$ cat src/rtl/dbg_pkg.sv
// Shared types and constants for the debug register-dump transmitter.
package dbg_pkg;

    localparam int UART_FRAME_BITS = 10;
    localparam int BYTES_PER_REC   = 5;

    // ST_NEXT is kept for readability of the state list; the view advance
    // happens on the final stop-bit edge, so the FSM never rests in it.
    typedef enum logic [2:0] {
        ST_IDLE,
        ST_SETTLE,
        ST_SEND,
        ST_NEXT,
        ST_FINISH
    } state_t;

    // Big-endian byte n (1..4) of a captured register value.
    function automatic logic [7:0] rec_byte(input logic [31:0] word, input logic [2:0] n);
        case (n)
            3'd1:    rec_byte = word[31:24];
            3'd2:    rec_byte = word[23:16];
            3'd3:    rec_byte = word[15:8];
            default: rec_byte = word[7:0];
        endcase
    endfunction

endpackage

$ cat src/rtl/uart_tx_byte.sv
// UART 8N1 byte transmitter; ready also rises in the last stop-bit cycle so
// consecutive bytes leave with no idle gap.
module uart_tx_byte import dbg_pkg::*; #(
    parameter int CLKS_PER_BIT = 868
) (
    input  logic       clk,
    input  logic       rst,
    input  logic       valid,
    input  logic [7:0] data,
    output logic       ready,
    output logic       tx
);

    localparam int              CW       = (CLKS_PER_BIT > 1) ? $clog2(CLKS_PER_BIT) : 1;
    localparam logic [CW-1:0]   CNT_LAST = CW'(CLKS_PER_BIT - 1);
    localparam logic [3:0]      BIT_LAST = 4'(UART_FRAME_BITS - 1);

    logic          active_reg;
    logic [CW-1:0] clk_cnt_reg;
    logic [3:0]    bit_idx_reg;
    logic [7:0]    shift_reg;
    logic          tx_reg;
    logic          bit_end;
    logic          frame_end;

    assign bit_end   = active_reg && (clk_cnt_reg == CNT_LAST);
    assign frame_end = bit_end && (bit_idx_reg == BIT_LAST);
    assign ready     = !active_reg || frame_end;
    assign tx        = tx_reg;

    always_ff @(posedge clk or negedge rst) begin
        if (!rst) begin
            active_reg  <= 1'b0;
            clk_cnt_reg <= '0;
            bit_idx_reg <= '0;
            shift_reg   <= '0;
            tx_reg      <= 1'b1;
        end else if (valid && ready) begin
            active_reg  <= 1'b1;
            clk_cnt_reg <= '0;
            bit_idx_reg <= '0;
            shift_reg   <= data;
            tx_reg      <= 1'b0;
        end else if (frame_end) begin
            active_reg  <= 1'b0;
            clk_cnt_reg <= '0;
            tx_reg      <= 1'b1;
        end else if (bit_end) begin
            clk_cnt_reg <= '0;
            bit_idx_reg <= bit_idx_reg + 4'd1;
            // after data bit 7 the line goes to the stop level
            if (bit_idx_reg == BIT_LAST - 4'd1) begin
                tx_reg <= 1'b1;
            end else begin
                tx_reg    <= shift_reg[0];
                shift_reg <= {1'b0, shift_reg[7:1]};
            end
        end else if (active_reg) begin
            clk_cnt_reg <= clk_cnt_reg + 1'b1;
        end
    end

endmodule

$ cat src/rtl/reg_dump_tx.sv
// Walks the core's register-view port and streams each register as a
// 5-byte UART record: index, then the 32-bit value big-endian.
module reg_dump_tx import dbg_pkg::*; #(
    parameter int CLKS_PER_BIT = 868,
    parameter int NUM_REGS     = 32
) (
    input  logic        clk,
    input  logic        rst,
    input  logic        start,
    output logic [4:0]  view,
    input  logic [31:0] reg_val,
    output logic        tx,
    output logic        busy,
    output logic        done
);

    localparam logic [4:0] LAST_VIEW = 5'(NUM_REGS - 1);
    localparam logic [2:0] LAST_BYTE = 3'(BYTES_PER_REC - 1);

    state_t      state_reg, state_next;
    logic [2:0]  byte_cnt_reg, byte_cnt_next;
    logic [4:0]  view_reg, view_next;
    logic [31:0] word_q;
    logic [4:0]  idx_q;
    logic        capture;
    logic        tx_valid;
    logic [7:0]  tx_data;
    logic        tx_ready;

    uart_tx_byte #(
        .CLKS_PER_BIT(CLKS_PER_BIT)
    ) u_uart (
        .clk   (clk),
        .rst   (rst),
        .valid (tx_valid),
        .data  (tx_data),
        .ready (tx_ready),
        .tx    (tx)
    );

    always_ff @(posedge clk or negedge rst) begin
        if (!rst) begin
            state_reg    <= ST_IDLE;
            byte_cnt_reg <= '0;
            view_reg     <= '0;
            word_q       <= '0;
            idx_q        <= '0;
        end else begin
            state_reg    <= state_next;
            byte_cnt_reg <= byte_cnt_next;
            view_reg     <= view_next;
            if (capture) begin
                word_q <= reg_val;
                idx_q  <= view_reg;
            end
        end
    end

    always_comb begin
        state_next    = state_reg;
        byte_cnt_next = byte_cnt_reg;
        view_next     = view_reg;
        capture       = 1'b0;
        tx_valid      = 1'b0;
        tx_data       = 8'h00;
        case (state_reg)
            ST_IDLE: begin
                if (start) begin
                    state_next = ST_SETTLE;
                    view_next  = '0;
                end
            end
            ST_SETTLE: begin
                // the index byte leaves on the same edge that captures the value
                tx_valid = 1'b1;
                tx_data  = {3'b000, view_reg};
                if (tx_ready) begin
                    capture       = 1'b1;
                    byte_cnt_next = '0;
                    state_next    = ST_SEND;
                end
            end
            ST_SEND: begin
                if (tx_ready) begin
                    if (byte_cnt_reg != LAST_BYTE) begin
                        byte_cnt_next = byte_cnt_reg + 3'd1;
                        tx_valid      = 1'b1;
                        tx_data       = rec_byte(word_q, byte_cnt_next);
                    end else if (idx_q < LAST_VIEW) begin
                        view_next  = idx_q + 5'd1;
                        state_next = ST_SETTLE;
                    end else begin
                        state_next = ST_FINISH;
                    end
                end
            end
            ST_FINISH: begin
                state_next = ST_IDLE;
            end
            default: begin
                state_next = ST_IDLE;
            end
        endcase
    end

    assign view = view_reg;
    assign busy = (state_reg == ST_SETTLE) || (state_reg == ST_SEND);
    assign done = (state_reg == ST_FINISH);

endmodule

$ cat config.mk
export PLATFORM = sky130hd
export DESIGN_NAME = reg_dump_tx
export DESIGN_NICKNAME = d
export VERILOG_FILES = /design/src/rtl/dbg_pkg.sv /design/src/rtl/uart_tx_byte.sv /design/src/rtl/reg_dump_tx.sv
export SDC_FILE = /design/constraint.sdc
export NUM_CORES = 1
export LEC_CHECK = 0
export ABC_AREA = 1
export CAP_MARGIN = 30
export CORE_MARGIN = 10
export CORE_UTILIZATION = 42
export CTS_CLUSTER_DIAMETER = 150
export DETAILED_ROUTE_END_ITERATION = 8
export PLACE_DENSITY = 0.65
export SYNTH_ARGS = -nofsm -noshare
export SYNTH_HDL_FRONTEND = slang
export SYNTH_SLANG_ARGS = --single-unit
$ cat constraint.sdc
create_clock -name clk -period 1.74 [get_ports clk]
set_input_delay 0.174 -clock clk [delete_from_list [all_inputs] [get_ports clk]]
set_output_delay 0.174 -clock clk [all_outputs]
set_load 0.02 [all_outputs]
==> results.yml, run 1 <==
final_layout:
  design_area_um2: 5100
  nNetsFinal: 621
  antenna_cells: 0
  largest_reg_flops: 32
  area_growth_syn_to_layout_pct: 37.2
  drive_gt1_frac: 0.225
grt:
  grt_max_degree: 73
  grt_pass1_wl_mm: 15.3
  grt_use_total: 0.141
  antenna_found_initial: 0
  gr-total-overflow: 0
  grt_pass1_vias: 3418
cts:
  clk_latency_ns: 0.35
  ctsHtreeMaxLevel: 3
  cts_buffer_depth: 2
  cts_tree: "built"
  root_buffer: "clkbuf_8"
  cts_made_buffers: 9
  cts_sinks: 72
  path_clk_slew_ns: 0.08
worst_setup_path:
  crit_required_ns: 1.97
  critPathArrivalTime_ns: 2.03
  crit_buf_inv: 2
  path_delay_family: "simple AND/OR/NAND/NOR gates"
  crit_fanout: 4
  slowest_delay_ns: 0.46
  cp_cell_sequence: "ha_4, inv_2, nand2_1, nand2_4, nor2_4, buf_4, nand2_2, nand3_2, nor2_1, nor2_2, nor2_2, nor2_1"
  worstSetupPathType: "reg -> reg"
  cp-end-kind: "flip-flop"
  worst_path_max_delay_cell: "dfrtp_2"
  startpoint_type: "flip-flop"
floorplan:
  start_util: 0.429
  rows: 34
  dieArea_um2: 13000
  io_pins: 43
  die_h_um: 114
  die_w_um: 114
  core-area_um2: 8680
job:
  cap_violations: 0
power_and_ir_drop:
  ir_worst_vdd_mv: 0.629
  power_density_nw_per_um2: 1470
  p_total_w: 0.00749
  p_leak_nw: 2.51
detailed_routing:
  avgViaCountPerCell: 4.96
  drc: 0
  drtIter0Drc: 172
  routedWlPerCell_um: 13.9
  num_vias: 3425
  routed_wl_mm: 9.57
  ant_nets: 0
  dr.pass1.iters: 4
place:
  place_area_um2: 4460
  gp_congestion: 0.895
  place_hpwl_mm: 6.47
  numPortBuffers: 42
  dp_slack_ns: -0.0653
sta:
  skew_ns: 0.00876
  fmax_mhz: 555
  setup_slack_ns: -0.0613
  setup_viol_count_final: 1
  hold_slack_ns: 0.364
  drv_slew: 0
  period_share: 1.04
  hold_violations: 0
  tns_ns: -0.0613
  rsz0062_at_grt: "true"
  relSlewSlack: 0.728
  min_period_ns: 1.80
  worstMarginPinSlew_ns: 0.408
logic_synthesis:
  ys_ff_latch: 72
  synth_edf_count: 0
  synthArstFlopShare: 1.00
  syn_nets: 538
  ys_top_cells_by_count: "nand2_1, dfrtp_1, nand3_1, nor2_1, inv_1"
  synth.avg_cell_area_um2: 7.53
  yosysSeqAreaShare: 0.485
  syn_inst: 494
  mappedNetlistArea_um2: 3720
  yosys_warnings: 0
  synth_top_area_cell: "dfrtp_1"
  yosysTopAreaCellShare: 0.477
  synth.most_common_cell: "nand2_1"
  synth_area_leaders: "dfrtp_1, nand2_1, nand3_1, nor2_1, inv_1"
  synth.distinct_cells: 27
  synth_ff_type: "dfrtp_1"
run_status:
  status: "finished with violations"
  violations: "setup timing"
worst_hold_path:
  hold_path_class: "in -> async"
-- cells in the final DEF, fill, tap and decap left out, drive strengths merged --
master,netlist,final
nand4,4,4
nor2,53,53
inv,45,45
clkbuf,3,14
nand3b,1,1
dfstp,1,1
nand3,63,63
xor2,2,2
a31oi,1,1
clkinv,0,2
buf,14,44
a31o,1,1
bufinv,0,3
o21ai,25,25
clkinvlp,0,1
clkdlybuf4s50,0,39
dlygate4sd2,0,1
nand2,169,169
nor3,10,10
ha,9,9
dfrtp,71,71
a21oi,14,14
o21bai,1,1
dlygate4sd3,0,1
and3,2,2
or2,4,4
o211a,1,1
-- worst min-delay path, cell delays in order --
cell	delay, ns
dlygate4sd3_1	0.53
buf_2	0.12
buf_12	0.30
-- through the flow --
step | utilization | cells
finish | 0.588 | 690
detailed placement | 0.514 | 661
global route | 0.588 | 690
global placement | 0.514 | 661
CTS | 0.544 | 678
floorplan | - | 494
-- final cells by class --
cell class / instances / area [um2]
Clock buffer: 10 / 128
Sequential cell: 72 / 1810
Inverter: 45 / 171
Timing Repair Buffer: 89 / 896
Tap cell: 108 / 135
Fill cell: 802 / 3570
Multi-Input combinational cell: 360 / 1860
Clock inverter: 6 / 108
-- report_power, final --
| group | switching (W) | leakage, nW | total (W) | internal (W) |
|---|---|---|---|---|
| combinational | 0.00184 | 1.49 | 0.00322 | 0.00138 |
| sequential | 0.000396 | 0.902 | 0.00268 | 0.00228 |
| clock | 0.000643 | 0.116 | 0.00159 | 0.000948 |
| total | 0.00288 | 2.51 | 0.00749 | 0.00461 |
-- cells by family (layout without fill, tap and decap cells) --
logic type               after synthesis  in the layout  share of synthesized area
AO/OA/AOI/OAI                         43             43                     0.0612
AND/OR/NAND/NOR                      306            306                      0.346
buffers and inverters                 62            150                     0.0736
XOR/XNOR                               2              2                    0.00471
flip-flops                            72             72                      0.485
adder cells (fa/ha/maj)                9              9                     0.0303
-- metal layers --
| metal | vias to the layer above | part of all wire | global-route usage | wire length [um] |
|---|---|---|---|---|
| met2 | 59 | 0.51 | 0.251 | 4900 |
| met1 | 1613 | 0.43 | 0.165 | 4140 |
| met3 | 8 | 0.044 | 0.0372 | 421 |
| met4 | 0 | 0.012 | 0.0317 | 113 |
| li1 | 1745 | - | - | - |
| met5 | - | 0 | 0 | 0 |
-- worst paths after layout --
| check | from | to | slack, ns | depth (start not counted) |
|---|---|---|---|---|
| worst min-delay path | rst | u_uart.clk_cnt_reg[4] | 0.36 | 3 |
| worst max-delay path | byte_cnt_reg[1] | u_uart.shift_reg[1] | -0.06 | 12 |
| worst max register to register | byte_cnt_reg[1] | u_uart.shift_reg[1] | -0.06 | 12 |
| max in group asynchronous | rst | byte_cnt_reg[0] | 1.00 | 3 |
| worst min register to register | word_q[19] | word_q[19] | 0.48 | 2 |
| min in group clk | reg_val[14] | word_q[14] | 0.38 | 3 |
-- timing repair --
item / 4_1_cts / 5_1_grt
setup endpoints to repair: 16 / 68
resized for setup: 8 / 93
cloned: 0 / 4
setup buffers: 0 / 8
hold buffers: 1 / 0
hold endpoints to repair: 71 / 0
pin swaps: 2 / 29
No activity file was read; power rests on OpenSTA's default activity.
==> run 2, diff against run 1 <==
--- a/config.mk
+++ b/config.mk
@@ -11,7 +11,9 @@
 export CORE_UTILIZATION = 42
 export CTS_CLUSTER_DIAMETER = 150
 export DETAILED_ROUTE_END_ITERATION = 8
+export GPL_ROUTABILITY_DRIVEN = 0
 export PLACE_DENSITY = 0.65
+export RECOVER_POWER = 50
 export SYNTH_ARGS = -nofsm -noshare
 export SYNTH_HDL_FRONTEND = slang
 export SYNTH_SLANG_ARGS = --single-unit
==> results.yml, run 2 (same netlist as run 1, synthesis figures left out) <==
sta:
  period_share: 1.04
  skew_ns: 0.00876
  relSlewSlack: 0.333
  drv_slew: 0
  worstMarginPinSlew_ns: 1.00
  hold_violations: 0
  rsz0062_at_grt: "true"
  setup_slack_ns: -0.0613
  setup_viol_count_final: 1
  fmax_mhz: 555
  min_period_ns: 1.80
  hold_slack_ns: 0.377
floorplan:
  dieArea_um2: 13000
  rows: 34
  io_pins: 43
  die_h_um: 114
  die_w_um: 114
  core-area_um2: 8680
  start_util: 0.429
power_and_ir_drop:
  switchingPower_w: 0.00288
  p_comb_frac: 0.429
  p_total_w: 0.00748
  p_leak_nw: 2.51
  clockPowerShare: 0.213
  p_int_w: 0.00460
  power_density_nw_per_um2: 1470
  power.share.sequential: 0.358
  ir_worst_vdd_mv: 0.629
  switching_share: 0.385
detailed_routing:
  wl_met2_mm: 4.90
  routedWlPerCell_um: 13.9
  ant_nets: 0
  m1WireLength_mm: 4.14
  routed_wl_mm: 9.57
  route.met3.wl_um: 421
  drc: 0
  drtIter0Drc: 172
  num_vias: 3426
  highest_layer: "met4"
  avgViaCountPerCell: 4.97
  dr.pass1.iters: 4
final_layout:
  design_area_um2: 5090
  nNetsFinal: 621
  drive_gt1_frac: 0.225
  layout_common_cells: "nand2_1, dfrtp_1, nand3_1"
  antenna_cells: 0
  largest_reg_flops: 32
  layout.cells.non_filler: 690
  fillCellCount: 804
  area_growth_syn_to_layout_pct: 36.9
  layout_commonest_cell: "nand2_1"
grt:
  antenna_found_initial: 0
  grt_pass1_vias: 3418
  grt_pass1_wl_mm: 15.3
  gr-total-overflow: 0
  grt_max_degree: 73
  grt_use_total: 0.141
place:
  dp.cells: 661
  place_hpwl_mm: 6.47
  place_area_um2: 4460
  dp_slack_ns: -0.0653
  numPortBuffers: 42
cts:
  ctsHtreeMaxLevel: 3
  cts_tree: "built"
  cts_sinks: 72
  path_clk_slew_ns: 0.08
  cts_buffer_depth: 2
  cts_made_buffers: 9
  root_buffer: "clkbuf_8"
  clk_latency_ns: 0.35
run_status:
  status: "finished with violations"
  violations: "setup timing"
worst_setup_path:
  slowest_delay_ns: 0.46
  worstSetupPathType: "reg -> reg"
  critPathArrivalTime_ns: 2.03
  cp-end-kind: "flip-flop"
  worst_path_max_delay_cell: "dfrtp_2"
  ff2ff_setup_slack_ns: -0.06
  crit_fanout: 4
  cp_cell_sequence: "ha_4, inv_2, nand2_1, nand2_4, nor2_4, buf_4, nand2_2, nand3_2, nor2_1, nor2_2, nor2_2, nor2_1"
  path_delay_family: "simple AND/OR/NAND/NOR gates"
  crit_required_ns: 1.97
  crit_buf_inv: 2
  startpoint_type: "flip-flop"
worst_hold_path:
  hold_path_class: "in -> reg"
job:
  cap_violations: 0
==> run 2: changes by cell type in the layout (fill, tap and decap cells not counted) <==
cell	previous run	this run
buf_12	3	2
clkbuf_4	0	1
==> run 2: worst paths after layout <==
kind | from | endpoint | cells after the start
max | byte_cnt_reg[1] | u_uart.shift_reg[1] | 12
min | reg_val[14] | word_q[14] | 3
min in group asynchronous | rst | u_uart.clk_cnt_reg[5] | 3
max in group asynchronous | rst | byte_cnt_reg[0] | 3
min reg2reg | word_q[19] | word_q[19] | 2
max reg2reg | byte_cnt_reg[1] | u_uart.shift_reg[1] | 12
==> run 2: power by group through the flow <==
stage / Clock (W) / Combinational (W) / Sequential, W
4_1_cts: 0.00161 / 0.00274 / 0.00265
6_report: 0.00159 / 0.00321 / 0.00268
5_1_grt: 0.00168 / 0.00367 / 0.00274
3_3_place_gp: 0 / 0.00266 / 0.00267
2_1_floorplan: 0 / 0.00182 / 0.00258
3_5_place_dp: 0 / 0.00271 / 0.00268
==> run 2: metrics by stage <==
stage | setup TNS [ns] | utilization
global placement | 0 | 0.514
floorplan | 0 | -
global route | -2.93 | 0.587
finish | -0.0613 | 0.587
CTS | -0.00000111 | 0.544
detailed placement | -0.610 | 0.514
==> run 2: repair_timing <==
action	4_1_cts	5_1_grt
cloned	0	4
buffers inserted	0	8
resized for setup	8	93
hold buffers	1	0
hold endpoints to repair	71	0
setup endpoints to repair	16	68
pin swaps	2	29
==> run 2: per-layer routing <==
| metal | GRT usage | vias up |
|---|---|---|
| met5 | 0 | - |
| met4 | 0.0317 | 0 |
| met3 | 0.0372 | 8 |
| met2 | 0.251 | 59 |
| met1 | 0.165 | 1614 |
| li1 | - | 1745 |
==> run 2: final cells by class <==
class	count	area (um2)	share of cell area
clock buffers	10	128	0.0251
flip-flops and latches	72	1810	0.355
well taps	108	135	0.0265
inverters	45	171	0.0337
clock inverters	6	108	0.0211
repair buffers	89	883	0.173
multi-input cells	360	1860	0.366
==> run 2: worst register-to-register path, delay by kind of cell, from the launching register on <==
family / cells / cell delay [ns]
fa+ha+maj: 1 / 0.19
buf+inv: 2 / 0.19
flops: 1 / 0.46
simple gates: 9 / 0.84
==> variant 1: new RTL, settings of run 1 <==
Re-encode `state_t` (5 states) as Gray code, 3 bits wide.
--- a/src/rtl/dbg_pkg.sv
+++ b/src/rtl/dbg_pkg.sv
@@ -8,9 +8,9 @@
     // happens on the final stop-bit edge, so the FSM never rests in it.
     typedef enum logic [2:0] {
-        ST_IDLE,
-        ST_SETTLE,
-        ST_SEND,
-        ST_NEXT,
-        ST_FINISH
+        ST_IDLE   = 3'b000,
+        ST_SETTLE = 3'b001,
+        ST_SEND   = 3'b011,
+        ST_NEXT   = 3'b010,
+        ST_FINISH = 3'b110
     } state_t;
 
Check against the original RTL: no difference found for any inputs over 10 cycles, from zero or initial values and one cycle with rst low; not proved beyond that.
==> variant 1 against run 1 <==
  * The run still ends with negative setup slack left
  * Worst setup slack better by 40 ps
  * Via count down 8.6%
  * Critical path depth down 1
  * Sequential cell count unchanged
  * Sequential power up 1%
  * Wire length down 1.0%
  * Total power up 13%
  * Synthesized area down 2.1%
  * Cell area up 5.0%
  * Critical path type unchanged
  * Critical endpoint is now u_uart.shift_reg[0]$_DFFE_PN0P_
  * Highest routed layer unchanged
==> variant 1: results (changes against run 1) <==
- Multiplexer share of the synthesized area: 0.0985 (+0.0985)
- DP HPWL: 6100 µm (-5.7%)
- XOR/XNOR share of the synthesized area: 0.0192 (+0.0145)
- Syn nets: 451 (-16%)
- Total track usage: 0.137 (-0.00369)
- Initial antenna violation count: 0 (unchanged)
- Setup TNS: -160 ps (-98.8 ps)
- Met2 wire length: 4880 µm (-0.33%)
- Setup-failing EPs final: 14 (+13)
- Largest stage delay on the critical path: 380 ps (-80 ps)
- Syn_area_per_cell: 8.96 µm² (+19%)
- Worst Clk Skew: 14.5 ps (+5.78 ps)
- First-pass GRT wire length: 14700 µm (-3.9%)
- Worst VDD drop: 0.812 mV (+29%)
- Placed cell count: 591 (-11%)
- M3 GR Usage: 0.0497 (+0.0124)
- WL/cell: 15.2 µm (+9.3%)
- Compound-cell area share of the yosys netlist: 0.0745 (+0.0133)
- NumNets Final: 559 (-10%)
- Failing checks: negative setup slack
- Top cells by area, synth: dfrtp_1 49%, nand2_1 9.6%, mux2_1 8.7%
- Status: finished with violations
- Met2 usage: 0.237 (-0.0136)
- Register area share after synthesis: 0.495 (+0.0101)
- Ys Warns: 0 (unchanged)
- Adder-Cell Fraction of Synth Area: 0.0309 (+0.000634)
- DRC violation total after the first TritonRoute iteration: 156 (-9.3%)
- CP max-delay cell: dfrtp_1
- Fillers: 668 (-17%)
- Clk Latency, worst-skew pair: 370 ps (+20 ps)
- Unique masters post-synth: 36 (+33%)
- M1 wire length: 4180 µm (+0.89%)
- Most frequent cells after synthesis: 93 x nand2_1, 71 x dfrtp_1, 50 x inv_1
- Leak pwr: 2.64 nW (+5.1%)
- Layout cells sized above 1: 0.329 (+0.104)
- Top layer reached by signal wires: met4
- Worst setup margin: -20.9 ps (+40.4 ps)
- Vias post-DR: 3130 (-8.6%)
- Routing usage on met1: 0.160 (-0.00555)
- Placement Cell Area: 4500 µm² (+0.93%)
- Finished Layout Cells: 625 (-9.4%)
- Met3 Routed Length: 337 µm (-20%)
- Drt first pass iters: 4 (unchanged)
- Gpl congestion: 0.837 (-6.5%)
- Crit path DAT: 2050 ps (+20 ps)
- Vias in the first global route: 3151 (-7.8%)
- Net Sw Frac: 0.374 (-0.0100)
- Dpl ws: -266 ps (-201 ps)
- Post-synth top flop: dfrtp_1
- Rel. slew slack: 0.737 (+0.00895)
[variant 1: layout make-up]
cell class	count	area [µm²]	share of cell area
clock buffers	9	124	0.0231
clock inverters	7	103	0.0191
inverters	51	194	0.0362
multi-input cells	276	1950	0.364
flip-flops and latches	72	1800	0.336
well taps	105	131	0.0245
repair buffers	105	1050	0.197
[variant 1: final timing paths]
check                                             endpoint  depth (start not counted)                               from  slack (ps)
hold reg to reg            u_uart.shift_reg[5]$_DFFE_PN0P_                          2    u_uart.shift_reg[5]$_DFFE_PN0P_         500
hold / removal             u_uart.shift_reg[3]$_DFFE_PN0P_                          3                                rst         370
min in group clk                    word_q[15]$_DFFE_PN0P_                          3                        reg_val[15]         400
max in group asynchronous            u_uart.tx$_DFFE_PN1P_                          3                                rst        1050
setup reg to reg           u_uart.shift_reg[0]$_DFFE_PN0P_                         11  u_uart.clk_cnt_reg[1]$_DFFE_PN0P_         -20
setup / recovery           u_uart.shift_reg[0]$_DFFE_PN0P_                         11  u_uart.clk_cnt_reg[1]$_DFFE_PN0P_         -20
[variant 1: worst min-delay path: stages]
cell	delay, ps
dlygate4sd3_1	520
buf_2	120
buf_12	330
[variant 1: repair_timing]
item / 4_1_cts / 5_1_grt
endpoints found under the hold margin: 71 / 0
gates resized for setup: 30 / 96
setup endpoints to repair: 58 / 65
setup buffers: 8 / 5
gates cloned: 0 / 4
hold buffers: 1 / 0
pin swaps: 7 / 18
[variant 1: power by group through the flow]
stage               combinational [mW]  clock (mW)  sequential (mW)
global placement                  2.93           0             2.67
detailed placement                2.99           0             2.70
global route                      4.56        1.65             2.80
CTS                               3.20        1.57             2.67
floorplan                         1.79           0             2.64
finish                            4.18        1.54             2.72
==> variant 2: new RTL, config.mk and constraints of run 1 <==
Made on the original files. `CLKS_PER_BIT` is set to 868 in 2 places; all go to 3472.
--- a/src/rtl/uart_tx_byte.sv
+++ b/src/rtl/uart_tx_byte.sv
@@ -2,5 +2,5 @@
 // consecutive bytes leave with no idle gap.
 module uart_tx_byte import dbg_pkg::*; #(
-    parameter int CLKS_PER_BIT = 868
+    parameter int CLKS_PER_BIT = 3472
 ) (
     input  logic       clk,
--- a/src/rtl/reg_dump_tx.sv
+++ b/src/rtl/reg_dump_tx.sv
@@ -2,5 +2,5 @@
 // 5-byte UART record: index, then the 32-bit value big-endian.
 module reg_dump_tx import dbg_pkg::*; #(
-    parameter int CLKS_PER_BIT = 868,
+    parameter int CLKS_PER_BIT = 3472,
     parameter int NUM_REGS     = 32
 ) (
Check against the original RTL: same outputs for any inputs over 10 cycles, from zero or initial values and one cycle with rst low; that may be too few to reach the edited logic, so the function may still have changed.
==> variant 2 against run 1 <==
  * The run still ends with negative setup slack left
  * Cell area up 2.7%
  * Wire length down 3.4%
  * Sequential cell count up 2
  * Worst setup slack better by 57 ps
  * Synthesized area up 2.4%
Power is not compared: it rests on default switching activity, and its combinational part moved more than twofold at a synthesized area within 25%.
==> variant 2: results (changes against run 1) <==
- Status: finished with violations
- Failing checks: negative setup slack
- Largest stage delay on the critical path: 410 ps (-50 ps)
- Placed cell count: 608 (-8.0%)
- Vias post-DR: 3189 (-6.9%)
- Fillers: 744 (-7.2%)
- Multiplexer share of the synthesized area: 0.121 (+0.121)
- Syn_area_per_cell: 9.11 µm² (+21%)
- First-pass GRT wire length: 15000 µm (-2.5%)
- Ys Warns: 0 (unchanged)
- XOR/XNOR share of the synthesized area: 0.0138 (+0.00909)
- Total wire length: 9250 µm (-3.4%)
- Top cells by area, synth: dfrtp_1 48%, mux2_4 11%, nand2_1 9.6%
- DRC violation total after the first TritonRoute iteration: 112 (-35%)
- Gpl congestion: 0.823 (-8.1%)
- Worst-Margin Slew: 399 ps (-8.47 ps)
- Max reg flops: 32 (unchanged)
- CTS Buf Count: 9 (unchanged)
- Worst Path Max Fanout: 8 (+4)
- CTS clk-pin slew, worst paths: 100 ps (+20 ps)
- Port bufs: 42 (unchanged)
- Adder-Cell Fraction of Synth Area: 0.0296 (-0.000696)
- CP max-delay cell: dfrtp_1
- Unique masters post-synth: 33 (+22%)
- Final hold vios: 0 (unchanged)
- Worst Clk Skew: 20.2 ps (+11.4 ps)
- Largest net degree at the start of global routing: 75 (+2.7%)
- DP HPWL: 6580 µm (+1.8%)
- Compound-cell area share of the yosys netlist: 0.0644 (+0.00319)
- Clk Latency, worst-skew pair: 360 ps
- CTS root buf: clkbuf_8
- Syn nets: 462 (-14%)
- Register area share after synthesis: 0.487 (+0.00200)
- NumNets Final: 568 (-8.5%)
- Finished Layout Cells: 637 (-7.7%)
- Most frequent cells after synthesis: 97 x nand2_1, 73 x dfrtp_1, 44 x inv_1
- Initial antenna violation count: 0 (unchanged)
- Clk buf depth: 2 (unchanged)
- Drt first pass iters: 4 (unchanged)
- Worst setup margin: -4.79 ps (+56.5 ps)
- Hold Crit Class: input port to async pin
- Setup TNS: -23.2 ps (+38.1 ps)
- Total track usage: 0.139 (-0.00252)
- Layout cells sized above 1: 0.293 (+0.0679)
- Post-synth top flop: dfrtp_1
- Setup-failing EPs final: 7 (+6)
## variant 2: final cells by class
cell class / instances / share of cell area
tap: 108 / 0.0258
sequential: 74 / 0.354
timing repair buffer: 105 / 0.188
clock buffer: 10 / 0.0263
multi-input combinational: 289 / 0.359
clock inverter: 6 / 0.0138
inverter: 45 / 0.0329
## variant 2: worst paths after layout
path / from / to / slack [ps] / cells after the start
max: u_uart.clk_cnt_reg[0]$_DFFE_PN0P_ / word_q[28]$_DFFE_PN0P_ / -5 / 8
min: rst / idx_q[2]$_DFFE_PN0P_ / 350 / 3
max reg2reg: u_uart.clk_cnt_reg[0]$_DFFE_PN0P_ / word_q[28]$_DFFE_PN0P_ / -5 / 8
min reg2reg: u_uart.shift_reg[7]$_DFFE_PN0P_ / u_uart.shift_reg[7]$_DFFE_PN0P_ / 510 / 2
max in group asynchronous: rst / u_uart.tx$_DFFE_PN1P_ / 1000 / 3
min in group clk: reg_val[9] / word_q[9]$_DFFE_PN0P_ / 400 / 3
## variant 2: metrics by stage
step	worst slack, ps	instance area (µm²)	utilization	hold slack [ps]
after floorplan	59.8	3810	-	-122
after global placement	-164	4710	0.537	242
after detailed placement	-180	4710	0.537	238
after CTS	-4.76	4990	0.569	382
after global routing	-106	5240	0.598	398
final	-4.79	5240	0.598	352
## variant 2: kinds of logic (layout without fill, tap and decap cells)
family | count (synthesis) | count (layout)
compound gates | 47 | 47
xor+xnor | 6 | 6
mux | 32 | 32
flops | 74 | 74
simple gates | 195 | 195
buf+inv | 55 | 166
fa+ha+maj | 9 | 9
## variant 2: metal layers
| layer | part of all wire | global-route usage | up-vias |
|---|---|---|---|
| li1 | - | - | 1581 |
| met1 | 0.48 | 0.184 | 1528 |
| met2 | 0.46 | 0.213 | 66 |
| met3 | 0.042 | 0.0385 | 14 |
| met4 | 0.014 | 0.0454 | 0 |
| met5 | 0 | 0 | - |
## variant 2: power breakdown
| part | switching, mW | total (mW) | internal, mW |
|---|---|---|---|
| Clock | 0.690 | 1.41 | 0.716 |
| Combinational | 0.602 | 1.27 | 0.671 |
| Sequential | 0.224 | 2.21 | 1.98 |
| Total | 1.52 | 4.89 | 3.37 |
## variant 2: worst max-delay path: cells and delay by family (launching register included)
family        cells  cell delay [ps]
buf+inv           1              190
flops             1              410
simple gates      5              580
mux               1              290
fa+ha+maj         1              170
## variant 2: timing repair
| item | CTS | global route |
|---|---|---|
| endpoints found under the hold margin | 73 | 0 |
| pin swaps | 2 | 15 |
| resized for setup | 14 | 45 |
| hold buffers | 1 | 0 |
| endpoints found under the setup margin | 54 | 61 |
| buffers inserted | 2 | 7 |
| gates cloned | 0 | 3 |
